[src/rtl/adc_spi_responder_if.sv]
// Four-wire SPI link between the FPGA's SPI master and the emulated serial ADC.
// The master drives clock, select and data in; the responder drives data out.
interface adc_spi_responder_if;
    logic sclk;
    logic cs;
    logic din;
    logic dout;

    modport master (
        output sclk,
        output cs,
        output din,
        input  dout
    );

    modport slave (
        input  sclk,
        input  cs,
        input  din,
        output dout
    );
endinterface

[src/rtl/adc_spi_responder.sv]
// SPI responder emulating an 8-channel 12-bit serial ADC: captures the channel
// address from each frame and returns the sample of the previously addressed channel.
module adc_spi_responder #(
    parameter int SYNC_STAGES = 2
) (
    input  logic                     clk,
    input  logic                     reset,
    adc_spi_responder_if.slave       spi,
    input  logic [95:0]              ch_data,
    output logic [2:0]               cur_addr,
    output logic                     frame_done,
    output logic                     frame_err
);
    typedef enum logic {
        IDLE  = 1'b0,
        SHIFT = 1'b1
    } state_t;

    state_t      state_reg, state_next;
    logic [4:0]  count_reg, count_next;
    logic [15:0] shift_reg, shift_next;
    logic [2:0]  addr_cap_reg, addr_cap_next;
    logic [2:0]  cur_addr_reg, cur_addr_next;
    logic        dout_reg, dout_next;
    logic        done_reg, done_next;
    logic        err_reg, err_next;

    // Pin bundle ordered {sclk, cs, din}; all three share one synchronizer chain.
    logic [2:0]  pins;
    logic [2:0]  synced;
    logic [2:0]  hist_reg;

    assign pins = {spi.sclk, spi.cs, spi.din};

    genvar gi;
    generate
        for (gi = 0; gi < SYNC_STAGES; gi++) begin : g_sync
            logic [2:0] q;
            if (gi == 0) begin : g_first
                always_ff @(posedge clk) begin
                    if (reset) q <= 3'b000;
                    else       q <= pins;
                end
            end else begin : g_chain
                always_ff @(posedge clk) begin
                    if (reset) q <= 3'b000;
                    else       q <= g_sync[gi-1].q;
                end
            end
        end
    endgenerate

    assign synced = g_sync[SYNC_STAGES-1].q;

    // Zero reset of the chain means a master still holding cs low across a
    // reset produces no falling edge, so an interrupted frame stays silent.
    always_ff @(posedge clk) begin
        if (reset) hist_reg <= 3'b000;
        else       hist_reg <= synced;
    end

    logic sclk_rise, sclk_fall, cs_rise, cs_fall, din_s;

    assign sclk_rise = synced[2] & ~hist_reg[2];
    assign sclk_fall = ~synced[2] & hist_reg[2];
    assign cs_rise   = synced[1] & ~hist_reg[1];
    assign cs_fall   = ~synced[1] & hist_reg[1];
    assign din_s     = synced[0];

    logic [11:0] ch_sel;
    always_comb begin
        ch_sel = ch_data[12*cur_addr_reg +: 12];
    end

    // State and datapath registers
    always_ff @(posedge clk) begin
        if (reset) begin
            state_reg    <= IDLE;
            count_reg    <= 5'd0;
            shift_reg    <= 16'd0;
            addr_cap_reg <= 3'd0;
            cur_addr_reg <= 3'd0;
            dout_reg     <= 1'b0;
            done_reg     <= 1'b0;
            err_reg      <= 1'b0;
        end else begin
            state_reg    <= state_next;
            count_reg    <= count_next;
            shift_reg    <= shift_next;
            addr_cap_reg <= addr_cap_next;
            cur_addr_reg <= cur_addr_next;
            dout_reg     <= dout_next;
            done_reg     <= done_next;
            err_reg      <= err_next;
        end
    end

    // Next-state logic
    always_comb begin
        state_next = state_reg;
        case (state_reg)
            IDLE:    if (cs_fall) state_next = SHIFT;
            SHIFT:   if (cs_rise) state_next = IDLE;
            default: state_next = IDLE;
        endcase
    end

    // Datapath and output logic; cs edges take priority over sclk edges.
    always_comb begin
        count_next    = count_reg;
        shift_next    = shift_reg;
        addr_cap_next = addr_cap_reg;
        cur_addr_next = cur_addr_reg;
        dout_next     = dout_reg;
        done_next     = 1'b0;
        err_next      = 1'b0;
        case (state_reg)
            IDLE: begin
                dout_next = 1'b0;
                if (cs_fall) begin
                    shift_next = {4'b0000, ch_sel};
                    count_next = 5'd0;
                    dout_next  = 1'b0;
                end
            end
            SHIFT: begin
                if (cs_rise) begin
                    dout_next = 1'b0;
                    if (count_reg == 5'd16) begin
                        cur_addr_next = addr_cap_reg;
                        done_next     = 1'b1;
                    end else begin
                        err_next = 1'b1;
                    end
                end else if (cs_fall) begin
                    dout_next = dout_reg;
                end else if (sclk_rise) begin
                    if (count_reg < 5'd16) begin
                        count_next = count_reg + 5'd1;
                        // Rising edges 3..5 carry ADD2..ADD0
                        if (count_reg == 5'd2) addr_cap_next[2] = din_s;
                        if (count_reg == 5'd3) addr_cap_next[1] = din_s;
                        if (count_reg == 5'd4) addr_cap_next[0] = din_s;
                    end
                end else if (sclk_fall) begin
                    if (count_reg >= 5'd1 && count_reg <= 5'd15) begin
                        shift_next = {shift_reg[14:0], 1'b0};
                        dout_next  = shift_reg[14];
                    end else if (count_reg == 5'd16) begin
                        dout_next = 1'b0;
                    end
                end
            end
            default: dout_next = 1'b0;
        endcase
    end

    assign spi.dout   = dout_reg;
    assign cur_addr   = cur_addr_reg;
    assign frame_done = done_reg;
    assign frame_err  = err_reg;
endmodule

[src/flat_wrapper.sv]
// flat-port wrapper written by rule: the top's interface ports become plain ports
module adc_spi_responder_flat 
#(
    parameter int SYNC_STAGES = 2
)
  (clk, reset, ch_data, cur_addr, frame_done, frame_err, spi_sclk, spi_cs, spi_din, spi_dout);
  adc_spi_responder_if spi_i ();
  input  logic clk;
  input  logic reset;
  input  logic [95:0] ch_data;
  output logic [2:0] cur_addr;
  output logic frame_done;
  output logic frame_err;
  input wire logic [$bits(spi_i.sclk)-1:0] spi_sclk;
  input wire logic [$bits(spi_i.cs)-1:0] spi_cs;
  input wire logic [$bits(spi_i.din)-1:0] spi_din;
  output wire logic [$bits(spi_i.dout)-1:0] spi_dout;
  assign spi_i.sclk = spi_sclk;
  assign spi_i.cs = spi_cs;
  assign spi_i.din = spi_din;
  assign spi_dout = spi_i.dout;
  adc_spi_responder #(.SYNC_STAGES(SYNC_STAGES)) u_core (.clk(clk), .reset(reset), .spi(spi_i), .ch_data(ch_data), .cur_addr(cur_addr), .frame_done(frame_done), .frame_err(frame_err));
endmodule
[config.mk]
export PLATFORM = sky130hd
export DESIGN_NAME = adc_spi_responder_flat
export DESIGN_NICKNAME = d
export VERILOG_FILES = /design/src/rtl/adc_spi_responder_if.sv /design/src/rtl/adc_spi_responder.sv /design/src/flat_wrapper.sv
export SDC_FILE = /design/constraint.sdc
export NUM_CORES = 1
export LEC_CHECK = 0
export ABC_AREA = 0
export CORE_ASPECT_RATIO = 0.8
export CORE_MARGIN = 8
export CORE_UTILIZATION = 40
export CTS_BUF_LIST = sky130_fd_sc_hd__clkbuf_4
export CTS_CLUSTER_DIAMETER = 200
export DETAILED_ROUTE_END_ITERATION = 8
export GPL_TIMING_DRIVEN = 0
export PLACE_DENSITY = 0.78
export SYNTH_ARGS = -nofsm -noshare
export SYNTH_HDL_FRONTEND = slang
export SYNTH_SLANG_ARGS = --single-unit
[constraint.sdc]
create_clock -name clk -period 2.68 [get_ports clk]
set_input_delay 0.402 -clock clk [delete_from_list [all_inputs] [get_ports clk]]
set_output_delay 0.402 -clock clk [all_outputs]
set_load 0.005 [all_outputs]
; ---- Yosys cells after proc, flatten, opt, wreduce, memory -nomap -nowiden
; Cells that the tools add are included.
[word_totals]
regBits = 39
input_bits = 101
output_inout_bits = 6
elab_cells = 80
[op_classes]
addsub = 1
mul = 1
n_lt_le_gt_ge = 3
n_eq_ne = 16
n_shift = 1
muxes = 25
bitwise_logic = 11
reduce_logical = 9
[op_table]
columns = cell, count
row1 = $shiftx 96x8->12, 1
row2 = $mux 15, 6
row3 = $pmux 15 s2, 1
row4 = $mux 5, 5
row5 = $reduce_and 6->1, 4
row6 = $ne 2x2->1 const B, 7
row7 = $eq 5x2->1 const B, 2
row8 = $mux 1, 10
row9 = $pmux 5 s2, 1
row10 = $ne 3x3->1 const B, 3
row11 = $not 1->1, 7
row12 = $add 5x1->5 const B, 1
row13 = $eq 5x3->1 const B, 1
row14 = $eq 5x5->1 const B, 1
row15 = $ge 5x1->1 const B, 1
row16 = $le 5x4->1 const B, 1
row17 = $lt 5x5->1 const B, 1
row18 = $mul 2x3->5 const A, 1
row19 = $reduce_and 5->1, 1
row20 = $and 1x1->1, 4
row21 = $ne 4x4->1 const B, 1
row22 = $pmux 1 s2, 2
row23 = $reduce_and 4->1, 1
row24 = $reduce_and 3->1, 1
row25 = other kinds (3), 3

; ---- Longest topological paths before layout
[depth]
ltp_word = 8
ltp_mapped = 8

; ---- Least setup slack after synthesis
; OpenSTA, ideal clock, no wires.
[synth_timing]
kind = reg2reg
startpoint = register u_core.count_reg[1]
endpoint = register u_core.shift_reg[0]
setup_time_ps = 87
t_arrival_ps = 1882
slack_ps = 711
stages_incl_launch_ff = 9
path_buffers = 1
synth_period_minus_slack_ps = 1969
cell_sequence = dfxtp_1 inv_1 ha_1 or4_1 nor3_4 o311a_1 buf_2 nand2_1 o31ai_1
[synth_between]
elab_chain_cells = 4
word_cells_on_any_way = 5
classes_between = 2 x order compare / 1 x eq/ne / 2 x reduce/logical
[synth_rtl]
columns = item, line
row1 = start: declaration, adc_spi_responder.sv:20  ; logic [4:0] count_reg, count_next;
row2 = start signal: assignment, adc_spi_responder.sv:88  ; count_reg <= count_next;
row3 = $ge 5x1->1 or $le 5x4->1 (tied branches), adc_spi_responder.sv:146  ; if (count_reg >= 5'd1 && count_reg <= 5'd15) begin
row4 = $logic_and 1x1->1 (*), adc_spi_responder.sv:146
row5 = $ne 2x2->1 (no source line) (*), n/a
row6 = $reduce_and 6->1 (no source line) (*), n/a
row7 = end signal: assignment, adc_spi_responder.sv:89  ; shift_reg <= shift_next;
row8 = end: declaration, adc_spi_responder.sv:21  ; logic [15:0] shift_reg, shift_next;
; Every way passes the cells marked *; elsewhere a longest branch is shown, timed or not.
; A chain may end at the register's enable or synchronous reset.

; ---- Worst setup path in the final report
[layout_timing]
startpoint = register u_core.count_reg[0]
endpoint = register u_core.shift_reg[4]
; The elaborated chain is that of the path after synthesis.

==> results <==
- The flow ran to the end, and the final reports show no timing, DRC or antenna violations.
- Cell internal power was estimated by the tool at 856.4 uW.
- The predominant post-synthesis flop cell is sky130_fd_sc_hd__dfxtp_1.
- Adding up every negative setup slack in the final design gives 0 ps.
- The logic gate share of total power is 0.208.
- The library cells used most frequently in the layout, excluding fill and tap cells, are sky130_fd_sc_hd__clkdlybuf4s50_1 (106), sky130_fd_sc_hd__dfxtp_1 (38), sky130_fd_sc_hd__nor2_1 (25).
- The total number of nets in the final design is 449.
- The critical path arrival is 2590 ps.
- Setup repair after global routing left no endpoint under its margin.
- The post-route clock period utilization is 0.8642.
- The core region is 5787 sq um.
- The register-to-register setup slack is 360 ps.
- The worst-margin pin slew is 767.0 ps.
- The synthesized netlist net count is 336.
- The required time at the worst-slack endpoint is 2950 ps.
- At the later pin of the worst-skew pair, clock insertion delay measures 340 ps.
- The placed instance count is 417.
- The switching share of power is 0.2337.
- The TritonCTS sink count is 38.
- The post-synthesis cell type count is 36.
- The part of the Yosys area used for sequential elements is 0.3231.
- Row generation in the floorplan step produced 25 rows.
- The cell count of the worst hold path is 1.
- The maximum fanout encountered on the critical timing path is 10.
- The first routing iteration left 144 violations.
- Leaving out filler cells and counting taps, the final layout contains 425.
- The Yosys step of the flow raised 0 warnings.
- Of the total synthesized cell area, the portion taken by XOR and XNOR cells is 0.
- The highest attainable clock frequency is 0.4318 GHz.
- The share of Yosys cell area claimed by the top area cell type is 0.3231.
- Of all cell types, the one taking the most synthesized area is sky130_fd_sc_hd__dfxtp_1.
- Of the total power, registers draw 0.518.
- By startpoint and endpoint, the worst setup path is classified as register to register.
- The cell sitting at the root of the clock tree is a sky130_fd_sc_hd__clkbuf_4.
- The number of buffers inserted by port buffering is 106.
- The number of max-slew violations in the final report was 0.
- The sum of net half-perimeters after detailed placement is 6.314 mm.
- The number of antenna violations at the first check in global routing is 0.
- The multiplexer fraction of the synthesized cell area is 0.3061.
- The via count of the first global-routing pass was 2301.
- The total routing usage reported by global routing is 0.1745.
- After synthesis, the largest family of logic cells by area is multiplexers.
- The worst setup path is captured at a register.
- The CTS tree is built.
- In this run the mean area of a mapped cell was 10.24 sq um.
- The initial utilization of the core area, before any placement, comes to 0.4069.
- The register bit total from synthesis is 38.
- The startpoint of the worst hold path is u_core.g_sync[0].q[0]$_SDFF_PP0_.
- The worst-case reg-to-reg path depth is 8.
- Before antenna repair, the detailed router went through 4 iterations.
- Relative to the synthesized area, the layout overhead comes to 51.86%.
- For hold timing, the worst endpoint is u_core.g_sync[1].q[0]$_SDFF_PP0_.
- Post-CTS timing repair inserted 0 buffers for setup.
- The first global-routing pass estimated 11.81 mm of wire.
- The max-slew headroom at the worst pin is 0.4887.
- After global routing the overflow that remains totals 0.
- The number of H-tree branching levels is 2.
- The routability congestion estimate from global placement is 0.8234.
- The number of enable flip-flop cells after synthesis is 0.
- Dividing the detail-routed wire length by the instance count gives 17.59 microns.
- The detailed-route via count is 2210.
- Of the total synthesized cell area, the portion taken by AND, OR, NAND and NOR gates is 0.1738.
- The endpoint identified for the worst register-to-register timing path is u_core.shift_reg[4]$_SDFFE_PP0P_.
- Max-cap violations in this run came to 0.
- The number of instances in the synthesized netlist is 230.
- The complex-gate fraction of the synthesized area came to 0.1286.
- The worst clock skew on the final layout is 15.57 ps.
- The most frequent standard cell in the layout excluding fill and tap cells is sky130_fd_sc_hd__clkdlybuf4s50_1.
- The clock slew at the register clock pins of the worst setup and hold paths is 110 ps.
- The kind of path behind the tightest hold check is register to register.
- The analysis attributes to net switching a power of 261.1 uW.
- The die is 101.8 microns wide.
- The detail route stage leaves a number of antenna-violating nets equal to 0.
- Across the VDD grid, the largest voltage drop is 0.2343 mV.
- The floorplan step defined a die boundary enclosing 8613 sq um.
- The share of total power dissipated in the clock network is 0.274.
- The final hold violation count was 0.
- By area the synthesized netlist is led by sky130_fd_sc_hd__dfxtp_1 (32%), sky130_fd_sc_hd__mux4_2 (23%), sky130_fd_sc_hd__mux2i_1 (7.7%).
- The die outline height is 84.63 microns.
- The register with the most flip-flops in the layout has 15 of them.
- No sink is reached through more buffers than the 2 on the longest clock path.
- Counting I/O delays and the setup requirement, the final critical path takes 2316 ps.
- During I/O placement, the number of pins put on the boundary was 107.
- The number of diodes is 0.
- The hold buffer count at CTS is 0.
- After clock tree synthesis, the repair step resized 0 gates.
- Dividing the detail-routed via count by the number of cells gives 5.200.
- After synthesis the cells add up to 2355 sq um.
- The final routed DRC violation total is 0.
- The number of setup violations in the final report is 0.
- In this run, CTS created clock tree buffers numbering 5.
- STA classifies the critical path startpoint as a register.
- At the end of the flow the core is filled with cells to 0.6179.
- The proportion of synthesized flip-flops having asynchronous set or reset is 0.
- The standby leakage power is 1.256 nW.
- The post-detailed-routing wire length is 7.477 mm.
- The launch point of the worst reg-to-reg path is u_core.count_reg[0]$_SDFFE_PP0P_.
- Of the total synthesized cell area, the portion taken by full adders, half adders and majority gates is 0.02657.
- In the final layout, the share of cells above drive strength 1 is 0.1512.
- The largest net degree at the start of global routing is 13.
- Power spread over the standard cell area amounts to 312.5 nW/um^2.
cell families (layout without fill, tap and decap cells):
family                     count (synthesis)  in the layout
buffers and inverters                     23            137
adders and majority gates                  5              5
muxes                                     42             42
DFF                                       38             38
AOI/OAI and AO/OA                         44             44
and+or+nand+nor                           78             78
synthesized netlist by cell type (3+ instances only):
master / number
sky130_fd_sc_hd__dfxtp_1: 38
sky130_fd_sc_hd__nor2_1: 25
sky130_fd_sc_hd__mux4_2: 24
sky130_fd_sc_hd__a21oi_1: 22
sky130_fd_sc_hd__mux2i_1: 18
sky130_fd_sc_hd__nand2_1: 15
sky130_fd_sc_hd__clkbuf_1: 12
sky130_fd_sc_hd__nor2b_1: 11
sky130_fd_sc_hd__o21ai_2: 10
sky130_fd_sc_hd__nand3_1: 6
sky130_fd_sc_hd__ha_1: 5
sky130_fd_sc_hd__inv_1: 5
sky130_fd_sc_hd__buf_2: 4
sky130_fd_sc_hd__nor3_1: 4
sky130_fd_sc_hd__and3_1: 3
sky130_fd_sc_hd__nand4_1: 3
sky130_fd_sc_hd__o311ai_1: 3
cell type report:
type	instances	area (sq um)
fillers	479	2211
multi-input cells	169	1495
repair buffers	106	1061
flip-flops and latches	38	760.7
well taps	81	101.3
plain buffers	18	80.08
clock buffers	6	45.04
inverters	5	18.77
clock inverters	2	13.76
worst max-delay path, cell delays in order, from the launching register on:
cell	delay, ps
sky130_fd_sc_hd__dfxtp_1	400
sky130_fd_sc_hd__ha_1	280
sky130_fd_sc_hd__and3_1	200
sky130_fd_sc_hd__ha_1	170
sky130_fd_sc_hd__a21oi_1	520
sky130_fd_sc_hd__o311a_1	300
sky130_fd_sc_hd__buf_2	240
sky130_fd_sc_hd__nand2_1	90
sky130_fd_sc_hd__o21ai_2	50
metal layers:
metal	GRT usage	wire [microns]
met1	0.2271	3295
met3	0.04132	354
met4	0.04453	46
met2	0.2800	3780
met5	0	0
power by group through the flow:
stage	Combinational (mW)	Sequential, mW	Clock [mW]
after floorplan	0.0714	0.590	0
after global placement	0.227	0.591	0
after detailed placement	0.232	0.591	0
after CTS	0.232	0.578	0.312
after global routing	0.248	0.580	0.339
final	0.233	0.578	0.307
worst max path at each step:
stage / cells after the start / end / slack, ps / startpoint
after floorplan: 8 / u_core.shift_reg[0]$_SDFFE_PP0P_ / 710 / u_core.count_reg[1]$_SDFFE_PP0P_
after detailed placement: 8 / u_core.shift_reg[0]$_SDFFE_PP0P_ / 440 / u_core.count_reg[0]$_SDFFE_PP0P_
after global routing: 8 / u_core.shift_reg[0]$_SDFFE_PP0P_ / 260 / u_core.count_reg[1]$_SDFFE_PP0P_
after CTS: 8 / u_core.shift_reg[4]$_SDFFE_PP0P_ / 410 / u_core.count_reg[0]$_SDFFE_PP0P_
final: 8 / u_core.shift_reg[4]$_SDFFE_PP0P_ / 360 / u_core.count_reg[0]$_SDFFE_PP0P_
after global placement: 8 / u_core.shift_reg[0]$_SDFFE_PP0P_ / 490 / u_core.count_reg[0]$_SDFFE_PP0P_
stage by stage:
stage	instance area, sq um	setup WS, ps	hold WS, ps	total power [mW]
3_5_place_dp	3517	444.7	429.1	0.8228
6_report	3576	363.9	451.4	1.118
3_3_place_gp	3517	489.3	417.6	0.8180
4_1_cts	3576	407.2	457.7	1.123
5_1_grt	3576	263.9	470.1	1.167
2_1_floorplan	2355	711.1	413.8	0.6614
Power figures use the tool's default switching activity.
